File: src/rtl/fifo_umbral.sv
// Synchronous FIFO with programmable almost-full/almost-empty thresholds and error flag.
// Define FIFO_ERR_STICKY_EN to make error_out latch until reset instead of pulsing.
module fifo_umbral #(
   parameter int unsigned DATA_WIDTH = 6,
   parameter int unsigned ADDR_WIDTH = 3
) (
   input  logic                  clk,
   input  logic                  reset,
   input  logic                  push,
   input  logic                  pop,
   input  logic [DATA_WIDTH-1:0] data_in,
   input  logic [ADDR_WIDTH:0]   umbral_alto,
   input  logic [ADDR_WIDTH:0]   umbral_bajo,
   output logic [DATA_WIDTH-1:0] data_out,
   output logic                  valid_out,
   output logic                  fifo_full,
   output logic                  fifo_empty,
   output logic                  almost_full,
   output logic                  almost_empty,
   output logic [ADDR_WIDTH:0]   count,
   output logic                  error_out
);

   localparam logic [ADDR_WIDTH:0] Depth = {1'b1, {ADDR_WIDTH{1'b0}}};

   logic [DATA_WIDTH-1:0] mem [2**ADDR_WIDTH];
   logic [ADDR_WIDTH-1:0] wr_ptr_q, rd_ptr_q;
   logic [ADDR_WIDTH:0]   count_q, count_d;
   logic [DATA_WIDTH-1:0] data_q;
   logic                  valid_q;
   logic                  error_q, error_d;
   logic                  push_ok, pop_ok, violation;

   // Acceptance uses the flags as they stand before the edge, so a push into a
   // slot freed by a same-cycle pop is still rejected.
   always_comb begin
      push_ok   = push && !fifo_full;
      pop_ok    = pop && !fifo_empty;
      violation = (push && fifo_full) || (pop && fifo_empty);
      count_d   = count_q;
      if (push_ok && !pop_ok) begin
         count_d = count_q + 1'b1;
      end else if (pop_ok && !push_ok) begin
         count_d = count_q - 1'b1;
      end
`ifdef FIFO_ERR_STICKY_EN
      error_d = error_q | violation;
`else
      error_d = violation;
`endif
   end

   always_ff @(posedge clk or negedge reset) begin
      if (!reset) begin
         wr_ptr_q <= '0;
         rd_ptr_q <= '0;
         count_q  <= '0;
         data_q   <= '0;
         valid_q  <= 1'b0;
         error_q  <= 1'b0;
      end else begin
         count_q <= count_d;
         valid_q <= pop_ok;
         error_q <= error_d;
         if (push_ok) begin
            wr_ptr_q <= wr_ptr_q + 1'b1;
         end
         if (pop_ok) begin
            rd_ptr_q <= rd_ptr_q + 1'b1;
            data_q   <= mem[rd_ptr_q];
         end
      end
   end

   // Storage is intentionally not reset.
   always_ff @(posedge clk) begin
      if (push_ok) begin
         mem[wr_ptr_q] <= data_in;
      end
   end

   always_comb begin
      count        = count_q;
      data_out     = data_q;
      valid_out    = valid_q;
      error_out    = error_q;
      fifo_full    = (count_q == Depth);
      fifo_empty   = (count_q == '0);
      almost_full  = (umbral_alto == '0) || (count_q >= umbral_alto);
      almost_empty = (umbral_bajo >= Depth) || (count_q <= umbral_bajo);
   end

endmodule

File: config.mk
export PLATFORM = sky130hd
export DESIGN_NAME = fifo_umbral
export DESIGN_NICKNAME = d
export VERILOG_FILES = /design/src/rtl/fifo_umbral.sv
export SDC_FILE = /design/constraint.sdc
export NUM_CORES = 1
export LEC_CHECK = 0
export ABC_AREA = 1
export BUFFER_PORTS_ARGS = -buffer_cell sky130_fd_sc_hd__buf_4
export CAP_MARGIN = 20
export CORE_AREA = 5 5 70 120
export DETAILED_ROUTE_END_ITERATION = 12
export DIE_AREA = 0 0 75 125
export HOLD_SLACK_MARGIN = 0.08
export PLACE_DENSITY = 0.66
export SYNTH_ARGS = -nofsm -noshare
export SYNTH_HDL_FRONTEND = slang
export SYNTH_SLANG_ARGS = --single-unit
File: constraint.sdc
create_clock -name clk -period 5.3 [get_ports clk]
set_input_delay 0.53 -clock clk [delete_from_list [all_inputs] [get_ports clk]]
set_output_delay 0.53 -clock clk [all_outputs]
set_load 0.05 [all_outputs]
# --- After elaboration in Yosys (flattened, before gate mapping) ---
# Memory sizes are Yosys's and may differ from the RTL's. A register that Yosys moved wholly into a read port is not among the register bits.
# Cells that the tools add are included.
# W data, S select, Z words.
classes:
  add_sub_neg: 4
  n_lt_le_gt_ge: 3
  n_eq_ne: 1
  mux: 4
  n_reduce_logical: 17
op_table:
  columns: ["op", "n"]
  rows:
  - ["$logic_not A4 Y1", 2]
  - ["$mux W4", 2]
  - ["$add A3 B1 Y3 const B", 2]
  - ["$logic_and A1 B1 Y1", 6]
  - ["$logic_not A1 Y1", 5]
  - ["$add A4 B1 Y4 const B", 1]
  - ["$eq A4 B4 Y1 const B", 1]
  - ["$ge A4 B4 Y1", 1]
  - ["$ge A4 B4 Y1 const B", 1]
  - ["$le A4 B4 Y1", 1]
  - ["$sub A4 B1 Y4 const B", 1]
  - ["$logic_or A1 B1 Y1", 3]
  - ["$mux W1", 2]
  - ["$reduce_bool A2 Y1", 1]
totals:
  reg_bits: 12
  ramBits: 48
  in_bits: 18
  out_inout_bits: 16
  wordCells: 35
  memories: 1
memory_table:
  columns: ["name", "words", "width", "read_ports", "rd_ports_with_merged_regs", "write_ports", "line_no", "source"]
  rows:
  - ["mem", 8, 6, 1, 1, 1, "26", "logic [DATA_WIDTH-1:0] mem [2**ADDR_WIDTH];"]

# --- Logic depth before layout (Yosys ltp) ---
# Gate-level depths: netlist (run 1).
depth:
  depth_word: 7
  depth_mapped: 14
  depth_no_buf: 14

# --- Least setup slack after synthesis (run 1) ---
# OpenSTA, ideal clock, no wires.
synth_path:
  path_type: "register to output"
  startpoint: "register count_q[1], in the netlist count[1]"
  endpoint: "output almost_full"
  t_arrival_ns: 1.790
  t_required_ns: 4.770
  slack_ns: 2.980
  stages_incl_launch_ff: 6
  path_cell_list: "dfrtp_1 ha_1 inv_1 nor2_1 o211ai_1 nand4_1"
synth_between:
  elab_chain_len: 2
synth_rtl:
  columns: ["item", "line_no", "source"]
  rows:
  - ["start, declared", "28", "logic [ADDR_WIDTH:0] count_q, count_d;"]
  - ["start signal, assigned", "62", "count_q <= count_d;"]
  - ["$ge A4 B4 Y1", "89", "almost_full = (umbral_alto == '0) || (count_q >= umbral_alto);"]
  - ["$logic_or A1 B1 Y1", "89", null]
  - ["end, declared", "18", "output logic almost_full,"]
# No other way between the ends.

# --- Worst setup path in the final report (run 1) ---
# Same ends and word-level chain as after synthesis.

==> results of run 1 <==
routing by layer:
| metal | part of all wire | vias up | track usage |
|---|---|---|---|
| li1 | - | 1107 | - |
| met1 | 0.36 | 1025 | 0.159 |
| met2 | 0.57 | 42 | 0.279 |
| met3 | 0.042 | 15 | 0.0410 |
| met4 | 0.027 | 0 | 0.0786 |
| met5 | 0 | - | 0 |
worst paths after layout:
path | to | slack [ps] | cells past startpoint
setup / recovery | almost_full | 3070 | 6
hold / removal | mem[7][5] | 430 | 1
setup reg to reg | count[3] | 3140 | 12
hold reg to reg | data_out[3] | 490 | 2
max in group asynchronous | rd_ptr_q[2] | 4470 | 2
min in group asynchronous | count[2] | 620 | 2
sequential cells by signal, summed over array words and instances, names as in the netlist:
register	flops
count	4
data_out	6
error_out	1
mem	48
rd_ptr_q	3
valid_out	1
wr_ptr_q	3
per-stage QoR:
step                      hold slack (ps)  cells   util  setup WS [ps]  instance area (um2)
after floorplan                       234    324      -           2980                 3210
after global placement                425    436  0.473           3180                 3510
after detailed placement              421    436  0.473           3120                 3510
after CTS                             421    453  0.518           3040                 3830
after global routing                  431    453  0.518           2890                 3830
final                                 431    453  0.518           3070                 3830
final cells by class:
type	instances	area, um2	share of cell area
multi-input combinational	191	1030	0.269
sequential	66	1890	0.493
inverter	58	223	0.0581
clock buffer	9	225	0.0587
tap	88	110	0.0287
clock inverter	7	93.8	0.0245
timing repair buffer	34	258	0.0672
worst reg2reg max path, delay by kind of cell, from the launching register on:
kind                     cells  cell delay [ps]
adder cells (fa/ha/maj)      2              480
flip-flops                   1              480
buffers and inverters        2              190
AND/OR/NAND/NOR              8              900
cells in the final DEF, fill, tap and decap left out, drive strengths merged, types with 2 or more instances in the layout:
master,count
a21oi,3
buf,33
bufinv,2
clkbuf,9
clkinv,3
clkinvlp,2
dfrtp,18
edfxtp,48
ha,13
inv,58
nand2,104
nand3,44
nand4,3
nor2,12
o21ai,4
or2,2
xnor2,2
logic make-up (layout without fill, tap and decap cells):
| group | count (synthesis) | in the layout | synth area share |
|---|---|---|---|
| AOI/OAI and AO/OA | 9 | 9 | 0.0171 |
| adders and majority gates | 14 | 14 | 0.0569 |
| xor gates and xnor gates | 3 | 3 | 0.00818 |
| and+or+nand+nor | 165 | 165 | 0.239 |
| buffers and inverters | 67 | 108 | 0.0896 |
| DFF | 66 | 66 | 0.589 |
synth_stat cells:
library cell	count	share of area
o211ai_1	1	0.0023
or2_2	1	0.0019
inv_4	2	0.0039
nand4_1	3	0.0058
or2_4	1	0.0027
dfrtp_1	18	0.14
nand2_1	95	0.11
ha_1	13	0.051
buf_2	4	0.0062
edfxtp_1	48	0.45
a22o_1	1	0.0027
inv_1	55	0.064
o21ai_2	1	0.0027
xor2_1	1	0.0027
a21oi_1	3	0.0047
nand2_2	8	0.016
xnor2_1	2	0.0055
inv_2	1	0.0012
o21ai_0	3	0.0047
nand2_4	1	0.0035
buf_4	3	0.0070
nor2_1	7	0.0082
nor2_2	5	0.0097
nand3_1	36	0.056
nand3_2	8	0.025
buf_6	2	0.0070
fa_1	1	0.0062
where the power goes:
part / internal, mW / total, mW / leakage, nW / switching (mW)
Clock: 0.410 / 0.622 / 0.151 / 0.212
Combinational: 0.308 / 0.927 / 0.998 / 0.619
Sequential: 0.680 / 0.813 / 0.655 / 0.133
Total: 1.40 / 2.36 / 1.80 / 0.964
what timing repair did:
action | CTS | global route
resized for setup | 0 | 0
setup buffers | 0 | 0
hold buffers | 1 | 0
hold endpoints to repair | 18 | 0
setup endpoints to repair | 0 | 0
==> flow_metrics.tcl, run 1 <==
set metrics [dict create \
    outcome "complete, no violations" \
    setup-tns-final_ps 0 \
    maxSlewHeadroom 0.368 \
    crit_buf_inv 2 \
    port_buffers 33 \
    clock_skew_ps 3.93 \
    clock-sinks 66 \
    hold_class "input port to register" \
    max_stage_delay_ps 480 \
    critPathMaxFanout 7 \
    nFillCells 663 \
    timing.final.crit_period_ps 2230 \
    core_mm2 0.00741 \
    place.detailed.hpwl_um 4650 \
    critPathKind "register to primary output" \
    period_share 0.421 \
    cp_cell_sequence "ha_1 > inv_1 > nor2_1 > o211ai_1 > nand4_1 > buf_4" \
    syn_area_mm2 0.00321 \
    crit_family "flip-flops" \
    finalHoldViolations 0 \
    worstHoldStart "data_in[5]" \
    grt_pass1_wl_um 10800 \
    syn_inst 324 \
    r2r_start "count[1]" \
    die-area_mm2 0.00938 \
    htree_levels 3 \
    grt.overflow.total 0 \
    antenna_found_initial 0 \
    required_ps 4770 \
    gp_congestion 0.782 \
    max-cap-violations 0 \
    crit_slowest_cell "dfrtp_1" \
    drc 0 \
    ir_drop_mv 0.363 \
    io_pins 34 \
    clk_pin_slew_worst_paths_ps 50 \
    drv_slew 0 \
    cts_tree "yes" \
    die_w_um 75 \
    setup_violations 0 \
    crit_arrival_ps 1700 \
    ant_nets 0 \
    num_vias 2189 \
    rsz0062_at_grt "no" \
    final_nets 392 \
    ys_warn_count 0 \
    numCtsBuffers 9 \
    diodes 0 \
    via_per_inst 4.83 \
    power_mw 2.36 \
    wl_per_cell_um 14.1 \
    rows 42 \
    syn_to_final_growth_pct 19.4 \
    grt_pass1_vias 2223 \
    power.density_mw_per_mm2 616 \
    fmax_mhz 448 \
    critPathLaunchType "register" \
    synth_cell_types 27 \
    drive_gt1_frac 0.211 \
    synth_seq_cells 66 \
    die_h_um 125 \
    drt_iter0_drc 106 \
    ys_seq_area_frac 0.589 \
    worstMarginPinSlew_ps 948 \
    clock-root-buffer "clkbuf_16" \
    critical_path.startpoint "count[1]" \
    clk_latency_ps 330 \
    dr.pass1.iters 4 \
    syn_area_per_cell_um2 9.92 \
    grt_max_degree 27 \
    initial_core_util 0.434 \
    totalWireLength_um 6390 \
    setup.worst_path.end_class "primary output" \
    cts_buffer_depth 2 \
    leakagePower_nw 1.80 \
    syn-num-nets 356 \
    grt_usage 0.156 \
]
Power figures use the tool's default switching activity.
==> run 2: changes to the inputs <==
--- a/config.mk
+++ b/config.mk
@@ -12,7 +12,7 @@
 export DETAILED_ROUTE_END_ITERATION = 12
 export DIE_AREA = 0 0 75 125
 export HOLD_SLACK_MARGIN = 0.08
-export PLACE_DENSITY = 0.66
+export PLACE_DENSITY = 0.68
 export SYNTH_ARGS = -nofsm -noshare
 export SYNTH_HDL_FRONTEND = slang
 export SYNTH_SLANG_ARGS = --single-unit
==> constraint.sdc (replaced) <==
create_clock -name clk -period 1.95 [get_ports clk]
set_input_delay 0.195 -clock clk [delete_from_list [all_inputs] [get_ports clk]]
set_output_delay 0.195 -clock clk [all_outputs]
set_load 0.05 [all_outputs]
==> flow_metrics.tcl, run 2 (same netlist as run 1, synthesis figures left out) <==
set metrics [dict create \
    dpl_cell_area_mm2 0.00363 \
    largest_reg_flops 48 \
    design_area_mm2 0.00398 \
    outcome "complete, no violations" \
    via_per_inst 4.84 \
    use_met1 0.131 \
    crit_family "flip-flops" \
    hold_depth 1 \
    drive_gt1_frac 0.263 \
    port_buffers 33 \
    io_pins 34 \
    drv_slew 0 \
    clock-sinks 66 \
    cts_tree "yes" \
    power.density_mw_per_mm2 1650 \
    num_vias 2250 \
    fmax_mhz 524 \
    period_share 0.979 \
    diodes 0 \
    p_sw_frac 0.408 \
    busiest_layer "met2" \
    totalWireLength_um 6250 \
    max_stage_delay_ps 520 \
    crit_arrival_ps 1710 \
    maxSlewHeadroom 0.675 \
    numCtsBuffers 9 \
    final_common_cell "nand2_1" \
    final_nets 404 \
    clk_latency_ps 320 \
    drc 0 \
    syn_to_final_growth_pct 23.9 \
    clk_pin_slew_worst_paths_ps 60 \
    crit_slowest_cell "dfrtp_4" \
    final_cell_mix "nand2_1, inv_1, edfxtp_1, buf_4, nand3_1" \
    antenna_found_initial 0 \
    drt_iter0_drc 129 \
    grt_max_degree 26 \
    timing.final.crit_period_ps 1910 \
    rows 42 \
    p_switching_mw 2.67 \
    core_mm2 0.00741 \
    fin_hold_ws_ps 111 \
    clock_skew_ps 3.93 \
    clock-root-buffer "clkbuf_16" \
    wl_per_cell_um 13.4 \
    critPathMaxFanout 6 \
    cp_cell_sequence "ha_1 > inv_1 > nor2_1 > o211ai_1 > nand4_1 > buf_6" \
    ir_drop_mv 1.03 \
    r2r_start "count[1]" \
    die_w_um 75 \
    htree_levels 3 \
    pre_cts_ws_ps 105 \
    p_int_mw 3.88 \
    worstHoldStart "data_in[3]" \
    gp_congestion 0.787 \
    grt_pass1_vias 2281 \
    worstMarginPinSlew_ps 487 \
    place.detailed.hpwl_um 4670 \
    max-cap-violations 0 \
    grt_pass1_wl_um 10200 \
    grt_usage 0.148 \
    hold_path_end "mem[3][3]" \
    die-area_mm2 0.00938 \
    required_ps 1750 \
    finalHoldViolations 0 \
    hold_class "input port to register" \
    post-route-worst-setup-slack_ps 41.4 \
    leakagePower_nw 1.87 \
    grt.overflow.total 0 \
    setup_violations 0 \
    ant_nets 0 \
    regMostFlops "mem" \
    die_h_um 125 \
    critPathLaunchType "register" \
    pwr-share-clk 0.240 \
    groute.layer.met3.usage 0.0369 \
    fin_util 0.537 \
    rr_endpoint "count[3]" \
    dr.pass1.iters 4 \
    grt_util_met2 0.285 \
    seq_power_share 0.320 \
    reg2reg_slack_ps 80 \
    initial_core_util 0.434 \
    ff2ff_path_depth 13 \
    rsz0062_at_grt "yes" \
    crit_buf_inv 2 \
    pwr-share-comb 0.440 \
    power_mw 6.55 \
    cts_buffer_depth 2 \
    setup.worst_path.end_class "primary output" \
    critPathKind "register to primary output" \
]
==> run 2: timing repair <==
action	4_1_cts	5_1_grt
hold buffers	1	0
resized for setup	1	3
buffers inserted	0	3
pin swaps	1	3
hold endpoints to repair	18	0
setup endpoints to repair	2	2
==> run 2: layer usage <==
layer  up-vias  wire length [um]
li1       1128                 -
met1      1049              1980
met2        59              3790
met3        14               298
met4         0               174
met5         -                 0
==> run 2: worst max path at each step <==
stage / startpoint / end / cells after the start
after detailed placement: count[1] / count[3] / 13
after CTS: count[1] / count[3] / 13
final: count[1] / almost_full / 6
after global placement: count[1] / count[3] / 13
after global routing: count[1] / almost_full / 6
after floorplan: count[1] / count[3] / 13
==> run 2: power groups by stage <==
stage          Sequential (mW)  Clock, mW  Combinational (mW)
5_1_grt                   2.14       1.66                3.16
4_1_cts                   2.11       1.60                2.86
3_5_place_dp              2.11          0                2.86
2_1_floorplan             2.47          0                1.75
3_3_place_gp              2.10          0                2.82
6_report                  2.10       1.57                2.88
==> run 2: cell type report <==
class	instances	area, um2
clock buffer	11	275
clock inverter	5	32.5
fill	642	3430
inverter	58	228
multi-input combinational	191	1080
sequential	66	1900
tap	88	110
timing repair buffer	46	352
==> run 2: stage by stage <==
step | std cells | TNS, ps
3_3_place_gp | 446 | 0
4_1_cts | 462 | 0
6_report | 465 | 0
3_5_place_dp | 446 | 0
5_1_grt | 465 | -56.9
2_1_floorplan | 324 | 0
==> run 3: changes to the inputs <==
--- a/config.mk
+++ b/config.mk
@@ -5,12 +5,11 @@
 export SDC_FILE = /design/constraint.sdc
 export NUM_CORES = 1
 export LEC_CHECK = 0
-export ABC_AREA = 1
 export BUFFER_PORTS_ARGS = -buffer_cell sky130_fd_sc_hd__buf_4
 export CAP_MARGIN = 20
-export CORE_AREA = 5 5 70 120
+export CORE_AREA = 5 5 68 116
 export DETAILED_ROUTE_END_ITERATION = 12
-export DIE_AREA = 0 0 75 125
+export DIE_AREA = 0 0 73 121
 export HOLD_SLACK_MARGIN = 0.08
 export PLACE_DENSITY = 0.68
 export SYNTH_ARGS = -nofsm -noshare
==> flow_metrics.tcl, run 3 <==
set metrics [dict create \
    dp.cells 338 \
    design_area_mm2 0.00394 \
    ir_drop_mv 1.06 \
    drv_slew 0 \
    gp_congestion 0.766 \
    grt.overflow.total 0 \
    synth.most_common_cell "edfxtp_1" \
    setup_violations 4 \
    place.detailed.hpwl_um 4330 \
    antenna_found_initial 0 \
    maxSlewHeadroom 0.634 \
    wl_met2_um 3540 \
    initial_core_util 0.437 \
    rows 40 \
    yosys-top-cells-count "edfxtp_1, dfrtp_1, nand2_1, mux2_2" \
    yosysTopAreaCellShare 0.484 \
    numCtsBuffers 9 \
    rsz0062_at_grt "yes" \
    die_w_um 73 \
    grt_pass1_vias 2036 \
    synth-main-ff-cell "edfxtp_1" \
    critical_path.startpoint "count[0]" \
    diodes 0 \
    route.met3.wl_um 210 \
    clock_skew_ps 3.12 \
    grt_max_degree 27 \
    totalWireLength_um 6070 \
    worstHoldStart "data_in[2]" \
    num_vias 1888 \
    regMostFlops "mem" \
    pre_cts_ws_ps -225 \
    fmax_mhz 440 \
    met1_length_um 2110 \
    clk_latency_ps 320 \
    cts_buffer_depth 2 \
    ant_nets 0 \
    period_share 1.17 \
    grt_usage 0.155 \
    syn-num-nets 233 \
    synth_cell_types 36 \
    io_pins 34 \
    register_area_mm2 0.00190 \
    leakagePower_nw 1.60 \
    syn_area_per_cell_um2 14.8 \
    drc 0 \
    synth_edf_count 48 \
    drt_iter0_drc 99 \
    crit_arrival_ps 2080 \
    largest_reg_flops 48 \
    post-route-worst-setup-slack_ps -325 \
    syn_to_final_growth_pct 32.5 \
    top_layer_used "met4" \
    max-cap-violations 0 \
    ys_seq_area_frac 0.636 \
    dr.pass1.iters 4 \
    setup.worst_path.end_class "primary output" \
    final_common_cell "buf_4" \
    outcome "complete, but fails checks" \
    wl_per_cell_um 16.8 \
    grt_pass1_wl_um 9940 \
    timing.final.crit_period_ps 2270 \
    worstMarginPinSlew_ps 548 \
    synth_seq_cells 66 \
    die_h_um 121 \
    required_ps 1750 \
    hold_class "input port to register" \
    final_cell_mix "buf_4, edfxtp_1, nand2_1, dfrtp_1, mux2_2" \
    power.density_mw_per_mm2 1680 \
    finalHoldViolations 0 \
    synth_top_cell_by_area "edfxtp_1" \
    clock-root-buffer "clkbuf_16" \
    critPathMaxFanout 2 \
    syn_inst 201 \
    htree_levels 3 \
    ys_async_sr_fraction 0.273 \
    critPathKind "register to primary output" \
    clock-sinks 66 \
    critPathLaunchType "register" \
    instances_no_fill 362 \
    clk_pin_slew_worst_paths_ps 50 \
    core_mm2 0.00681 \
    syn_area_mm2 0.00298 \
    cts_tree "yes" \
    nFillCells 553 \
    drive_gt1_frac 0.406 \
    final_nets 306 \
    via_per_inst 5.22 \
    violations "negative setup slack" \
    dpl_cell_area_mm2 0.00353 \
    port_buffers 33 \
    ys_warn_count 0 \
    synth_area_leaders "edfxtp_1, dfrtp_1, ha_1" \
    r2r_start "count[0]" \
    multi_input_area_mm2 0.00109 \
    die-area_mm2 0.00883 \
]
[run 3: cell types whose count changed in the layout (fill, tap and decap cells not counted), moves of 13 or more]
| cell | previous run | this run |
|---|---|---|
| buf_4 | 44 | 61 |
| inv_1 | 54 | 7 |
| mux2_2 | 0 | 14 |
| mux2i_1 | 0 | 13 |
| nand2_1 | 94 | 17 |
| nand3_1 | 34 | 0 |
[run 3: timing repair]
action                                  CTS  global route
gates cloned                              0             0
endpoints found under the setup margin    5             5
hold buffers                              1             0
endpoints found under the hold margin    18             0
gates resized for setup                  11             5
buffers inserted                          6             2
pin swaps                                 8             1
[run 3: cells by family (layout without fill, tap and decap cells)]
| logic type | Yosys count | count (layout) | synth area share |
|---|---|---|---|
| DFF | 66 | 66 | 0.636 |
| and+or+nand+nor | 41 | 41 | 0.0757 |
| AOI/OAI and AO/OA | 32 | 32 | 0.0790 |
| muxes | 27 | 27 | 0.0967 |
| buffers and inverters | 15 | 92 | 0.0340 |
| adders and majority gates | 14 | 14 | 0.0614 |
| xor gates and xnor gates | 6 | 6 | 0.0177 |
[run 3: per-stage QoR]
step / setup TNS (ps) / power [mW] / util / hold slack [ps]
final: -922 / 6.64 / 0.579 / 107
after global routing: -1260 / 7.02 / 0.579 / 104
after CTS: -942 / 6.65 / 0.575 / 95.4
after detailed placement: -468 / 5.02 / 0.519 / 88.3
after global placement: -280 / 4.94 / 0.519 / 85.9
after floorplan: -17000 / 4.13 / - / -101
[run 3: power breakdown]
group	switching (mW)	internal (mW)	leakage, nW
sequential	0.210	1.87	0.649
combinational	1.69	1.46	0.826
clock	0.512	0.888	0.124
total	2.41	4.22	1.60
[run 3: worst max-delay path, stage by stage, from the launching register on]
cell	delay [ps]
dfrtp_4	480
buf_6	130
inv_4	50
ha_4	180
nand2b_4	130
a21o_1	140
a21o_1	160
a211o_4	330
buf_8	150
[run 3: cell type report]
type	instances	area share
timing repair buffer	68	0.140
clock buffer	15	0.0654
tap	84	0.0267
multi-input combinational	120	0.275
inverter	9	0.0105
sequential	66	0.482
[run 3: final timing paths]
path                                     to  slack [ps]  cells after the start
worst max-delay path            almost_full        -320                      8
worst min-delay path              mem[2][2]         110                      1
worst max register to register     count[3]        -280                     10
worst min register to register  data_out[0]         480                      2
max in group asynchronous          count[0]        1420                      2
min in group asynchronous         error_out         290                      2
[run 3: layer usage]
metal	up-vias	GRT usage
met5	-	0
met4	0	0.0970
met3	15	0.0381
met2	41	0.285
met1	931	0.146
li1	901	-
